### config.mk
export PLATFORM = sky130hd
export DESIGN_NAME = add_sub_result_window_accum
export DESIGN_NICKNAME = d
export VERILOG_FILES = /design/src/rtl/add_sub_result_window_accum_pkg.sv /design/src/rtl/add_sub_result_window_accum_minmax.sv /design/src/rtl/add_sub_result_window_accum.sv
export SDC_FILE = /design/constraint.sdc
export NUM_CORES = 1
export LEC_CHECK = 0
export BUFFER_PORTS_ARGS = -buffer_cell sky130_fd_sc_hd__buf_2
export CAP_MARGIN = 0
export CORE_ASPECT_RATIO = 0.5
export CORE_MARGIN = 3
export CORE_UTILIZATION = 40
export DETAILED_ROUTE_END_ITERATION = 8
export PLACE_DENSITY_LB_ADDON = 0.12
export SYNTH_ARGS = -nofsm -noshare
export SYNTH_HDL_FRONTEND = slang
export SYNTH_HIERARCHICAL = 1
export SYNTH_SLANG_ARGS = --single-unit
export TNS_END_PERCENT = 100
### constraint.sdc
create_clock -name clk -period 5.66 [get_ports clk]
set_input_delay 1.132 -clock clk [delete_from_list [all_inputs] [get_ports clk]]
set_output_delay 1.132 -clock clk [all_outputs]
set_load 0.005 [all_outputs]
### src/rtl/add_sub_result_window_accum_pkg.sv
// add_sub_pkg: shared FSM encoding, default widths and count-width helper
package add_sub_pkg;
  typedef enum logic [1:0] {IDLE = 2'd0, ACCUM = 2'd1, HOLD = 2'd2} state_t;
  localparam int DATA_W_DEF = 8;
  localparam int WINDOW_DEF = 16;
  localparam int SUM_W_DEF = 16;
  function automatic int cnt_w(input int window);
    return $clog2(window + 1);
  endfunction
endpackage

### src/rtl/add_sub_result_window_accum_minmax.sv
// window_minmax_track: running min/max of a window, first sample loads both
module window_minmax_track #(
  parameter int DATA_W = 8,
  parameter bit SIGNED_IN = 1'b0
) (
  input  logic              clk,
  input  logic              rst,
  input  logic              clr,
  input  logic              upd,
  input  logic              first,
  input  logic [DATA_W-1:0] data,
  output logic [DATA_W-1:0] nxt_min,
  output logic [DATA_W-1:0] nxt_max
);
  logic [DATA_W-1:0] min_q, max_q;
  logic lt, gt;
  // candidate min/max including the current sample, so the caller can latch them on close
  always_comb begin
    lt = SIGNED_IN ? ($signed(data) < $signed(min_q)) : (data < min_q);
    gt = SIGNED_IN ? ($signed(data) > $signed(max_q)) : (data > max_q);
    nxt_min = (first || lt) ? data : min_q;
    nxt_max = (first || gt) ? data : max_q;
  end
  // track registers: cleared between windows, updated on each accepted sample
  always_ff @(posedge clk or posedge rst) begin
    if (rst) begin
      min_q <= '0;
      max_q <= '0;
    end else if (clr) begin
      min_q <= '0;
      max_q <= '0;
    end else if (upd) begin
      min_q <= nxt_min;
      max_q <= nxt_max;
    end
  end
endmodule

### src/rtl/add_sub_result_window_accum.sv
// add_sub_result_window_accum: per-window sum/count/min/max/overflow summary over valid/ready
module add_sub_result_window_accum
  import add_sub_pkg::*;
#(
  parameter int DATA_W = DATA_W_DEF,
  parameter int WINDOW = WINDOW_DEF,
  parameter int SUM_W = SUM_W_DEF,
  parameter bit SIGNED_IN = 1'b0
) (
  input  logic                      clk,
  input  logic                      rst,
  input  logic                      in_valid,
  output logic                      in_ready,
  input  logic [DATA_W-1:0]         in_data,
  input  logic                      in_last,
  output logic                      out_valid,
  input  logic                      out_ready,
  output logic [SUM_W-1:0]          out_sum,
  output logic [cnt_w(WINDOW)-1:0]  out_count,
  output logic [DATA_W-1:0]         out_min,
  output logic [DATA_W-1:0]         out_max,
  output logic                      out_ovf
);
  localparam int CW = cnt_w(WINDOW);
  state_t state, state_nxt;
  logic [SUM_W-1:0] sum_q, ext, sum_nxt;
  logic [CW-1:0] count_q;
  logic ovf_q, carry, ovf_bit, accept, close, fire;
  logic [DATA_W-1:0] nxt_min, nxt_max;
  // extend the sample, add, and flag carry-out or signed overflow for this add
  always_comb begin
    ext = SIGNED_IN ? SUM_W'($signed(in_data)) : SUM_W'(in_data);
    {carry, sum_nxt} = {1'b0, sum_q} + {1'b0, ext};
    ovf_bit = SIGNED_IN ? ((sum_q[SUM_W-1] == ext[SUM_W-1]) && (sum_nxt[SUM_W-1] != sum_q[SUM_W-1])) : carry;
    accept = in_valid && in_ready;
    close = accept && (in_last || count_q == CW'(WINDOW - 1));
    fire = out_valid && out_ready;
  end
  // state register
  always_ff @(posedge clk or posedge rst) begin
    if (rst) state <= IDLE;
    else state <= state_nxt;
  end
  // next state: one idle cycle, accumulate until close, hold until the summary is taken
  always_comb begin
    state_nxt = state == IDLE  ? ACCUM :
                state == ACCUM ? (close ? HOLD : ACCUM) :
                state == HOLD  ? (fire ? ACCUM : HOLD) : IDLE;
  end
  // handshake outputs decoded straight from the state register
  always_comb begin
    in_ready = state == ACCUM;
    out_valid = state == HOLD;
  end
  // accumulators: clear when the summary is taken, update on every accepted sample
  always_ff @(posedge clk or posedge rst) begin
    if (rst) begin
      sum_q <= '0;
      count_q <= '0;
      ovf_q <= 1'b0;
    end else if (fire) begin
      sum_q <= '0;
      count_q <= '0;
      ovf_q <= 1'b0;
    end else if (accept) begin
      sum_q <= sum_nxt;
      count_q <= count_q + CW'(1);
      ovf_q <= ovf_q | ovf_bit;
    end
  end
  // summary registers latch the final values on close and persist past the handshake
  always_ff @(posedge clk or posedge rst) begin
    if (rst) begin
      out_sum <= '0;
      out_count <= '0;
      out_min <= '0;
      out_max <= '0;
      out_ovf <= 1'b0;
    end else if (close) begin
      out_sum <= sum_nxt;
      out_count <= count_q + CW'(1);
      out_min <= nxt_min;
      out_max <= nxt_max;
      out_ovf <= ovf_q | ovf_bit;
    end
  end
  window_minmax_track #(.DATA_W(DATA_W), .SIGNED_IN(SIGNED_IN)) u_minmax (
    .clk(clk),
    .rst(rst),
    .clr(fire),
    .upd(accept),
    .first(count_q == '0),
    .data(in_data),
    .nxt_min(nxt_min),
    .nxt_max(nxt_max)
  );
endmodule
==> results.cfg, run 1 <==
[synth]
syn_area_sq_um = 4430
synth_cell_types = 54
synthTopCellsByArea = dfrtp_1 (44%), ha_1 (7.3%), mux2_2 (5.3%), nand2b_1 (4.8%), nand2_1 (3.9%)
ys_ff_latch = 78
async_flop_share = 1.00
synth_nets = 470
yosysTopAreaCell = dfrtp_1
synth-warning-count = 6
seq_area_frac_synth = 0.440
synth_cells = 430
synth_area_per_cell_sq_um = 10.3
synth_top_area_frac = 0.440
synth_most_common_cell = dfrtp_1
synth_ff_type = dfrtp_1
synthTopCellsByCount = dfrtp_1 (78), nand2_1 (46), nand2b_1 (34), o21ai_0 (30), inv_1 (27)
synth_edf_count = 0

[route]
wl_um = 10000
via_per_inst = 5.21
first_pass_iters = 4
wire_per_inst_um = 16.0
ant_nets = 0
vias = 3259
drt_iter0_markers = 120
remaining_drc_errors = 0

[pwr]
pwr-share-seq = 0.337
power_frac_clock = 0.236
internal-power_uw = 1730
power.switching_uw = 1010
pwr-share-comb = 0.428
p_leak_uw = 0.00245
switching_share = 0.369
ir_worst_vdd_mv = 0.202
p_per_area_nw_per_um2 = 530
power.total_uw = 2740

[worst_setup_path]
start_kind = input port
crit_slowest_cell = nor2_1
crit_type = in -> reg
crit_path_max_incr_delay_ns = 0.85
crit_chain = buf_2, nand2_1, inv_2, nor2_1, o21ai_0, o31ai_1
crit_fanout = 21
critical_path.top_delay_family = simple AND/OR/NAND/NOR gates
required_ns = 5.90
worstPathArrival_ns = 3.30
cp_num_buf_inv = 2
cp-end-kind = flip-flop

[timing]
rsz0062_at_grt = false
tightest_slew_ns = 0.994
setup_viol = 0
fin_worst_skew_ns = 0.00828
hold_viol = 0
timing.fmax_mhz = 327
slew_violations = 0
holdWs_ns = 0.476
fin_crit_sh = 0.540
fin_tns_setup_ns = 0
post-route-min-period_ns = 3.06
slew_headroom = 0.335

[cts]
hold_buffers = 0
cts_tree = yes
htreeDepth = 3
ctsRootBufferMaster = clkbuf_16
cts_setup_buffers = 0
cts_resized = 0
clk_latency_ns = 0.34
cts.path.max_buffers = 2
clock_sinks = 78
cts_made_buffers = 9
clkTransAtPathRegs_ns = 0.06

[grt]
grt_max_degree = 53
antenna_found_initial = 0
grt_pass1_wl_um = 16900
grt_use_total = 0.173
grt_pass1_vias = 3272
overflow = 0

[floorplan]
start_util = 0.422
coreArea_sq_um = 10500
ios = 53
die-area_sq_um = 12500
fp-row-count = 26
fp.dieH_um = 80.4
die_x_um = 155

[finish]
seq_area_sq_um = 1950
fill_cells = 1006
stdcell_area_sq_um = 5160
nets = 520
diodes = 0
drive_gt1_frac = 0.235
syn_to_final_growth_pct = 16.3
multi_input_area_sq_um = 2310

[place]
portBuffers = 52
place_area_sq_um = 4820
dp_hpwl_um = 7190
place_congestion = 0.764

[flow_run]
drv_cap = 0

[hold_path]
worstHoldPathType = reg -> reg

[run_status]
outcome = complete, no violations
-- through the flow --
step	std cells	worst slack [ns]	util
after floorplan	430	2.86	-
after global placement	609	2.26	0.459
after detailed placement	609	2.14	0.459
after CTS	625	2.51	0.491
after global routing	625	2.30	0.491
final	625	2.60	0.491
-- power groups by stage --
| stage | registers [uW] | clock network, uW | logic (uW) |
|---|---|---|---|
| after floorplan | 910 | 0 | 855 |
| after global placement | 930 | 0 | 1170 |
| after detailed placement | 930 | 0 | 1180 |
| after CTS | 924 | 656 | 1190 |
| after global routing | 956 | 687 | 1330 |
| final | 921 | 644 | 1170 |
-- cell type report --
type,instances,share of cell area
Timing Repair Buffer,55,0.0548
Sequential cell,78,0.378
Inverter,28,0.0204
Clock inverter,5,0.0158
Clock buffer,11,0.0490
Multi-Input combinational cell,308,0.448
Tap cell,140,0.0340
-- cells by family after synthesis --
kind of cell,Yosys count,synth area share
compound gates,110,0.170
xor+xnor,16,0.0316
flops,78,0.440
mux,42,0.102
simple gates,113,0.136
buf+inv,44,0.0421
fa+ha+maj,27,0.0779
-- worst paths after layout --
path / slack [ns] / end / from / cells after the start
worst max-delay path: 2.60 / sum_q[12]$_DFFE_PP0P_ / in_valid / 6
worst min-delay path: 0.48 / out_sum[10]$_DFFE_PP0N_ / out_sum[10]$_DFFE_PP0N_ / 2
worst max register to register: 2.96 / sum_q[12]$_DFFE_PP0P_ / state[0]$_DFF_PP0_ / 6
worst min register to register: 0.48 / out_sum[10]$_DFFE_PP0N_ / out_sum[10]$_DFFE_PP0N_ / 2
max in group asynchronous: 3.97 / sum_q[1]$_DFFE_PP0P_ / rst / 3
min in group asynchronous: 0.74 / out_max[3]$_DFFE_PP0N_ / rst / 2
-- layer usage --
layer / part of all wire / global-route usage
met5: 0 / 0
met1: 0.52 / 0.241
met2: 0.43 / 0.266
met4: 0.012 / 0.0432
met3: 0.041 / 0.0506
-- sequential cells by signal, indices dropped and copies added, names as in the netlist, 2 cells and up --
register	cells
count_q	5
out_count	5
out_max	8
out_min	8
out_sum	16
state	2
sum_q	16
u_minmax/max_q	8
u_minmax/min_q	8
-- layout by cell type, fill, tap and decap left out, types with 3 or more instances in the layout --
| cell | count |
|---|---|
| dfrtp_1 | 78 |
| buf_2 | 52 |
| nand2_1 | 46 |
| nand2b_1 | 34 |
| o21ai_0 | 30 |
| inv_1 | 26 |
| ha_1 | 26 |
| mux2_2 | 21 |
| mux2i_1 | 17 |
| a21oi_1 | 14 |
| o21ai_1 | 11 |
| xnor2_1 | 10 |
| o211ai_1 | 9 |
| clkbuf_16 | 9 |
| o221ai_1 | 7 |
| nor2_1 | 6 |
| xor2_1 | 6 |
| a22o_1 | 5 |
| or3_1 | 5 |
| a21o_1 | 4 |
| nand3_1 | 4 |
| mux2_1 | 4 |
| nor2b_1 | 3 |
| o211ai_2 | 3 |
| a21oi_2 | 3 |
| nand4_1 | 3 |
| o31ai_1 | 3 |
| and3_1 | 3 |
| buf_4 | 3 |
-- worst reg2reg max path, cell delays in order (launching register included) --
cell	delay, ns
dfrtp_1	0.38
nor2b_1	0.14
nand2_1	0.54
inv_2	0.36
nor2_1	0.85
o21ai_0	0.23
o31ai_1	0.11
No activity file was read; power rests on OpenSTA's default activity.
==> run 2: changes to the inputs <==
==> constraint.sdc (replaced) <==
create_clock -name clk -period 3.2 [get_ports clk]
set_input_delay 0.64 -clock clk [delete_from_list [all_inputs] [get_ports clk]]
set_output_delay 0.64 -clock clk [all_outputs]
set_load 0.005 [all_outputs]
==> results.cfg, run 2 (synthesis gave the netlist of run 1 again) <==
[place]
place_congestion = 0.751
pre_cts_ws_ns = 0.545
dp_hpwl_um = 7410
portBuffers = 52
place_area_sq_um = 4890

[route]
vias = 3303
remaining_drc_errors = 0
wire_per_inst_um = 16.0
wl_um = 10200
first_pass_iters = 4
via_per_inst = 5.21
drt_iter0_markers = 133
ant_nets = 0

[floorplan]
fp-row-count = 26
fp.dieH_um = 80.4
coreArea_sq_um = 10500
ios = 53
die-area_sq_um = 12500
die_x_um = 155
start_util = 0.422

[worst_setup_path]
cp-end-kind = flip-flop
cp_common_cell = mux2_2
crit_path_max_incr_delay_ns = 0.43
crit_chain = inv_1, ha_1, nor4b_2, buf_4, a2bb2oi_2, mux2_2, mux2_2
crit_slowest_cell = dfrtp_1
start_kind = flip-flop
critical_path.top_delay_family = multiplexers
required_ns = 3.42
crit_fanout = 19
worstPathArrival_ns = 2.63
cp_num_buf_inv = 2
crit_type = reg -> reg

[cts]
cts_resized = 0
cts_tree = yes
hold_buffers = 0
cts.path.max_buffers = 2
cts_made_buffers = 9
cts_setup_buffers = 0
clock_sinks = 78
ctsRootBufferMaster = clkbuf_16
htreeDepth = 3
clkTransAtPathRegs_ns = 0.06
clk_latency_ns = 0.33

[timing]
rsz0062_at_grt = false
setup_viol = 0
slew_violations = 0
slew_headroom = 0.267
timing.fmax_mhz = 414
post-route-min-period_ns = 2.42
fin_tns_setup_ns = 0
tightest_slew_ns = 1.10
fin_worst_skew_ns = 0.00657
timing.final.ws_setup_ns = 0.783
hold_viol = 0
fin_crit_sh = 0.755

[grt]
grt_use_total = 0.180
grt_max_degree = 35
antenna_found_initial = 0
grt_pass1_vias = 3321
grt_pass1_wl_um = 17500
overflow = 0

[finish]
layout_commonest_cell = dfrtp_1
final_cell_mix = dfrtp_1 (78), buf_2 (52), nand2_1 (46), nand2b_1 (34), o21ai_0 (30)
drive_gt1_frac = 0.247
fill_cells = 993
multi_input_area_sq_um = 2310
top_regs = out_sum: 16 flops, sum_q: 16 flops
syn_to_final_growth_pct = 17.6
diodes = 0
seq_area_sq_um = 1950
nets = 529
stdcell_area_sq_um = 5210

[pwr]
p_leak_uw = 0.00249
p_per_area_nw_per_um2 = 927
ir_worst_vdd_mv = 0.340

[hold_path]
worstHoldPathType = in -> async

[run_status]
outcome = complete, no violations

[flow_run]
drv_cap = 0
-- run 2: changes by cell type in the layout (fill, tap and decap cells not counted), sizes merged --
cell / change
bufinv: -1
buf: +9
clkbuf: +3
clkinv: -2
-- run 2: worst paths after layout --
path | end | depth (start not counted) | slack, ns | from
worst min-delay path | u_minmax/min_q[3]$_DFFE_PP0P_ | 2 | 0.42 | rst
worst max-delay path | out_min[0]$_DFFE_PP0N_ | 7 | 0.78 | count_q[0]$_DFFE_PP0P_
worst min register to register | out_sum[11]$_DFFE_PP0N_ | 2 | 0.48 | out_sum[11]$_DFFE_PP0N_
max in group asynchronous | out_max[7]$_DFFE_PP0N_ | 3 | 2.00 | rst
worst max register to register | out_min[0]$_DFFE_PP0N_ | 7 | 0.78 | count_q[0]$_DFFE_PP0P_
min in group clk | out_sum[11]$_DFFE_PP0N_ | 2 | 0.48 | out_sum[11]$_DFFE_PP0N_
-- run 2: cell type report --
cell class / count / share of cell area
Multi-Input combinational cell: 308 / 0.443
Sequential cell: 78 / 0.374
Inverter: 28 / 0.0202
Clock inverter: 2 / 0.00720
Tap cell: 140 / 0.0336
Clock buffer: 14 / 0.0545
Timing Repair Buffer: 64 / 0.0672
-- run 2: metal layers --
| layer | track usage | vias to the layer above | share of wire |
|---|---|---|---|
| li1 | - | 1644 | - |
| met1 | 0.258 | 1607 | 0.51 |
| met2 | 0.273 | 44 | 0.44 |
| met3 | 0.0474 | 8 | 0.040 |
| met4 | 0.0432 | 0 | 0.0093 |
| met5 | 0 | - | 0 |
-- run 2: power breakdown --
| group | internal, uW | switching, uW |
|---|---|---|
| sequential | 1380 | 253 |
| clock | 690 | 391 |
| combinational | 989 | 1130 |
-- run 2: through the flow --
stage / util / cells / total power (uW) / hold slack [ns]
after CTS: 0.496 / 634 / 4890 / 0.438
after detailed placement: 0.465 / 618 / 3780 / 0.473
after global routing: 0.496 / 634 / 5260 / 0.470
after global placement: 0.465 / 618 / 3740 / 0.461
after floorplan: - / 430 / 3120 / 0.450
final: 0.496 / 634 / 4830 / 0.418
